$ cat src/rtl/hazard_ctrl.sv
// hazard_ctrl: scoreboard-based forwarding/load-use stall control for an in-order pipeline.
// Defining HAZARD_STATS_EN adds saturating stall_cnt/flush_cnt counters.
module hazard_ctrl #(
  parameter int DATA_W     = 32,
  parameter int REG_AW     = 4,
  parameter int DEPTH      = 3,
  parameter int LOAD_STAGE = 1
)(
  input  logic                    clk,
  input  logic                    rst,
  input  logic                    issue_valid,
  input  logic [REG_AW-1:0]       src_a,
  input  logic [REG_AW-1:0]       src_b,
  input  logic                    use_a,
  input  logic                    use_b,
  input  logic [REG_AW-1:0]       dest,
  input  logic                    wreg,
  input  logic                    rmem,
  input  logic [DATA_W-1:0]       rf_a,
  input  logic [DATA_W-1:0]       rf_b,
  input  logic [DEPTH*DATA_W-1:0] stage_data,
  input  logic                    flush,
  output logic                    stall,
  output logic [DATA_W-1:0]       op_a,
  output logic [DATA_W-1:0]       op_b,
  output logic                    hit_a,
  output logic                    hit_b,
  output logic                    bubble
`ifdef HAZARD_STATS_EN
  ,
  output logic [31:0]             stall_cnt,
  output logic [31:0]             flush_cnt
`endif
);
  logic [DEPTH-1:0]  v, w, m;
  logic [REG_AW-1:0] d [DEPTH];
  logic              blk_a, blk_b;
  // Scan oldest to youngest so the youngest match overrides, even when its data is not ready yet.
  always_comb begin
    op_a  = rf_a;
    op_b  = rf_b;
    hit_a = 1'b0;
    hit_b = 1'b0;
    blk_a = 1'b0;
    blk_b = 1'b0;
    for (int k = DEPTH - 1; k >= 0; k--) begin
      if (use_a && v[k] && w[k] && d[k] == src_a) begin
        hit_a = ~m[k] || k >= LOAD_STAGE;
        blk_a = ~hit_a;
        op_a  = hit_a ? stage_data[k*DATA_W +: DATA_W] : rf_a;
      end
      if (use_b && v[k] && w[k] && d[k] == src_b) begin
        hit_b = ~m[k] || k >= LOAD_STAGE;
        blk_b = ~hit_b;
        op_b  = hit_b ? stage_data[k*DATA_W +: DATA_W] : rf_b;
      end
    end
  end
  assign stall  = issue_valid & ~flush & (blk_a | blk_b);
  assign bubble = ~(issue_valid & ~stall & ~flush);
  always_ff @(posedge clk or posedge rst) begin
    if (rst) begin
      v <= '0;
      w <= '0;
      m <= '0;
      for (int k = 0; k < DEPTH; k++) d[k] <= '0;
    end else begin
      v[0] <= ~bubble;
      w[0] <= wreg;
      m[0] <= rmem;
      d[0] <= dest;
      for (int k = 1; k < DEPTH; k++) begin
        v[k] <= v[k-1];
        w[k] <= w[k-1];
        m[k] <= m[k-1];
        d[k] <= d[k-1];
      end
    end
  end
`ifdef HAZARD_STATS_EN
  always_ff @(posedge clk or posedge rst) begin
    if (rst) begin
      stall_cnt <= '0;
      flush_cnt <= '0;
    end else begin
      if (stall && ~&stall_cnt) stall_cnt <= stall_cnt + 32'd1;
      if (flush && ~&flush_cnt) flush_cnt <= flush_cnt + 32'd1;
    end
  end
`endif
endmodule

$ cat config.mk
export PLATFORM = sky130hd
export DESIGN_NAME = hazard_ctrl
export DESIGN_NICKNAME = d
export VERILOG_FILES = /design/src/rtl/hazard_ctrl.sv
export SDC_FILE = /design/constraint.sdc
export NUM_CORES = 1
export LEC_CHECK = 0
export CORE_ASPECT_RATIO = 1.25
export CORE_MARGIN = 4
export CORE_UTILIZATION = 36
export CTS_BUF_LIST = sky130_fd_sc_hd__clkbuf_4 sky130_fd_sc_hd__clkbuf_8
export CTS_CLUSTER_SIZE = 16
export DETAILED_ROUTE_END_ITERATION = 8
export PLACE_DENSITY = 0.89
export SYNTH_ARGS = -nofsm -noshare
export SYNTH_HDL_FRONTEND = slang
export SYNTH_SLANG_ARGS = --single-unit
$ cat constraint.sdc
create_clock -name clk -period 5.1 [get_ports clk]
set_input_delay 1.02 -clock clk [delete_from_list [all_inputs] [get_ports clk]]
set_output_delay 1.02 -clock clk [all_outputs]
set_load 0.01 [all_outputs]
==> results_dict.tcl <==
set metrics [dict create \
    critPathBufInv 4 \
    crit_type "primary input to output port" \
    clock-sinks 19 \
    maxCapViolations 0 \
    ys_ff_latch 19 \
    die-area_um2 9698 \
    crit_path_start_kind "primary input" \
    setup_tns_ns 0 \
    finalSetupViolCount 0 \
    track_usage_pct 27.42 \
    multi_input_area_um2 2206 \
    cp-end-kind "output port" \
    grt_antenna_before_repair 0 \
    fillers 631 \
    syn-num-nets 539 \
    portBuffers 247 \
    slew_headroom_pct 30.78 \
    finClkSkew_ns 0.003896 \
    vias_per_cell 6.152 \
    clk_path_buf_depth 2 \
    start_util_pct 37.35 \
    dp_hpwl_um 11430 \
    grt_pass1_wl_um 21130 \
    yosysUniqueCellTypes 22 \
    grt_max_degree 64 \
    drive_gt1_share_pct 6.822 \
    drv_slew 0 \
    cp.required_ns 4.08 \
    slowest_delay_ns 0.63 \
    tightest_slew_ns 1.038 \
    nNetsFinal 782 \
    yosys.area.top_type "a222oi_1" \
    syn_area_per_cell_um2 8.201 \
    rows 36 \
    cts_made_buffers 3 \
    grt_overflow_total 0 \
    p_per_area_nw_per_um2 113.5 \
    ioPinCount 248 \
    irDropWorstVdd_v 0.0001704 \
    arrival_ns 3.99 \
    die_y_um 109.1 \
    period_minus_slack_ns 5.011 \
    synth_area_leaders "a222oi_1 (22%), mux2i_1 (22%), dfrtp_1 (16%)" \
    cts_root_buf "clkbuf_8" \
    critPathSlowestCell "clkdlybuf4s50_1" \
    place_congestion 1.042 \
    core-area_um2 7883 \
    power_mw 0.6432 \
    rsz0062_at_grt "no" \
    period_share_pct 98.26 \
    total_leakage_power_nw 2.606 \
    syn_to_final_growth_pct 92.56 \
    cts_hold_buf 0 \
    diodes 0 \
    stdcell_count 696 \
    worstPathMaxFanout 22 \
    clkTransAtPathRegs_ns 0.06 \
    cts.htree.levels 1 \
    synth_top_area_share_pct 21.76 \
    status "finished, final reports clean" \
    cp_top_family "buffers and inverters" \
    hold_class "flip-flop to flip-flop" \
    drc 0 \
    ys.warnings.count 0 \
    ant_nets 0 \
    routed_wl_um 14580 \
    grt_pass1_vias 4241 \
    pre_cts_slack_ns 0.09078 \
    dr_total_vias 4282 \
    setup_slack_ns 0.08898 \
    cp_cell_sequence "clkdlybuf4s50_1, buf_4, xnor2_1, nand4_1, or4_2, buf_4, mux2i_1, a222oi_1, clkdlybuf4s50_1" \
    cts_tree "done" \
    drtIter0Drc 508 \
    worst-r2r-setup-slack_ns 3.09 \
    clock.fmax_mhz 199.6 \
    placed_cells 690 \
    clkLatencyLatePin_ns 0.26 \
    syn_inst 359 \
    firstDrtPassIters 8 \
    syn-cell-area_um2 2944 \
    hold_violations 0 \
    area.sequential_um2 476.7 \
    wl_per_cell_um 20.95 \
    die_w_um 88.89 \
    yosysSeqAreaShare_pct 16.15 \
]
[repair_timing]
action / in CTS / in global routing
buffers inserted: 0 / 2
gates resized for setup: 0 / 3
setup endpoints to repair: 0 / 17
[cell type report]
class | count | share of cell area [%]
repair buffers | 275 | 47.58
multi-input cells | 270 | 38.91
flip-flops and latches | 19 | 8.409
inverters | 33 | 2.185
well taps | 95 | 2.097
clock buffers | 3 | 0.7283
clock inverters | 1 | 0.08828
[worst register-to-register path: stages, from the launching register on]
cell and delay (ns):
dfrtp_1 0.42, xnor2_1 0.14, nand4_1 0.17, nor4_4 0.36, buf_4 0.18, buf_4 0.22
o21ai_1 0.15, and3b_1 0.26
[Yosys cell counts (all sizes together)]
master  count
a21oi      64
a222oi     64
a22oi       2
and3b       1
buf        14
clkbuf     23
dfrtp      19
inv        33
mux2i      64
nand3b      1
nand4       6
nor2        2
nor2b      34
nor3b       1
nor4        4
o21ai       1
or4         2
xnor2       6
xor2       18
[routing by layer]
| metal | track usage (%) | routed length, um | vias up |
|---|---|---|---|
| li1 | - | - | 1932 |
| met1 | 29.57 | 4937 | 2012 |
| met2 | 51.11 | 7561 | 301 |
| met3 | 5.367 | 1523 | 37 |
| met4 | 10.91 | 560 | 0 |
| met5 | 0 | 0 | - |
[cells in the final DEF, fill, tap and decap left out, types with 3 or more instances in the layout]
master | synthesis | routed
a222oi_1 | 64 | 64
inv_1 | 33 | 33
dfrtp_1 | 19 | 18
mux2i_1 | 64 | 64
xnor2_1 | 6 | 6
xor2_1 | 18 | 18
nand4_1 | 6 | 6
a21oi_1 | 64 | 64
nor2b_1 | 33 | 32
clkbuf_8 | 0 | 3
clkdlybuf4s50_1 | 0 | 246
buf_4 | 0 | 27
[cell families (layout without fill, tap and decap cells)]
family,after synthesis,in the layout,share of synthesized area (%)
AO/OA/AOI/OAI,131,131,33.32
flip-flops,19,19,16.15
buffers and inverters,70,312,9.520
multiplexers,64,64,21.76
AND/OR/NAND/NOR,51,51,12.11
XOR/XNOR,24,24,7.140
[path summary, 6_finish.rpt]
path | start | to | cells after the start
worst max-delay path | src_a[1] | op_a[21] | 9
max in group asynchronous | rst | m[0] | 2
min in group asynchronous | rst | d[8] | 2
worst max register to register | d[10] | v[0] | 7
worst min register to register | v[0] | v[1] | 0
worst min-delay path | v[0] | v[1] | 0
[registers in the layout, summed over array words and instances, names as in the netlist]
name  cells
w         3
v         3
d        12
m         1
[where the power goes]
part	internal, mW	switching, mW	leakage, nW
Sequential	0.158	0.0149	0.224
Clock	0.0543	0.0455	0.0255
Combinational	0.238	0.133	2.36
[metrics by stage]
step	utilization, %	hold slack, ns	area [um^2]
after detailed placement	70.98	0.4020	5595
after global placement	70.98	0.3948	5595
after CTS	71.57	0.4126	5642
after global routing	71.92	0.4112	5669
after floorplan	-	0.3741	2944
final	71.92	0.4197	5669
Power figures use the tool's default switching activity.
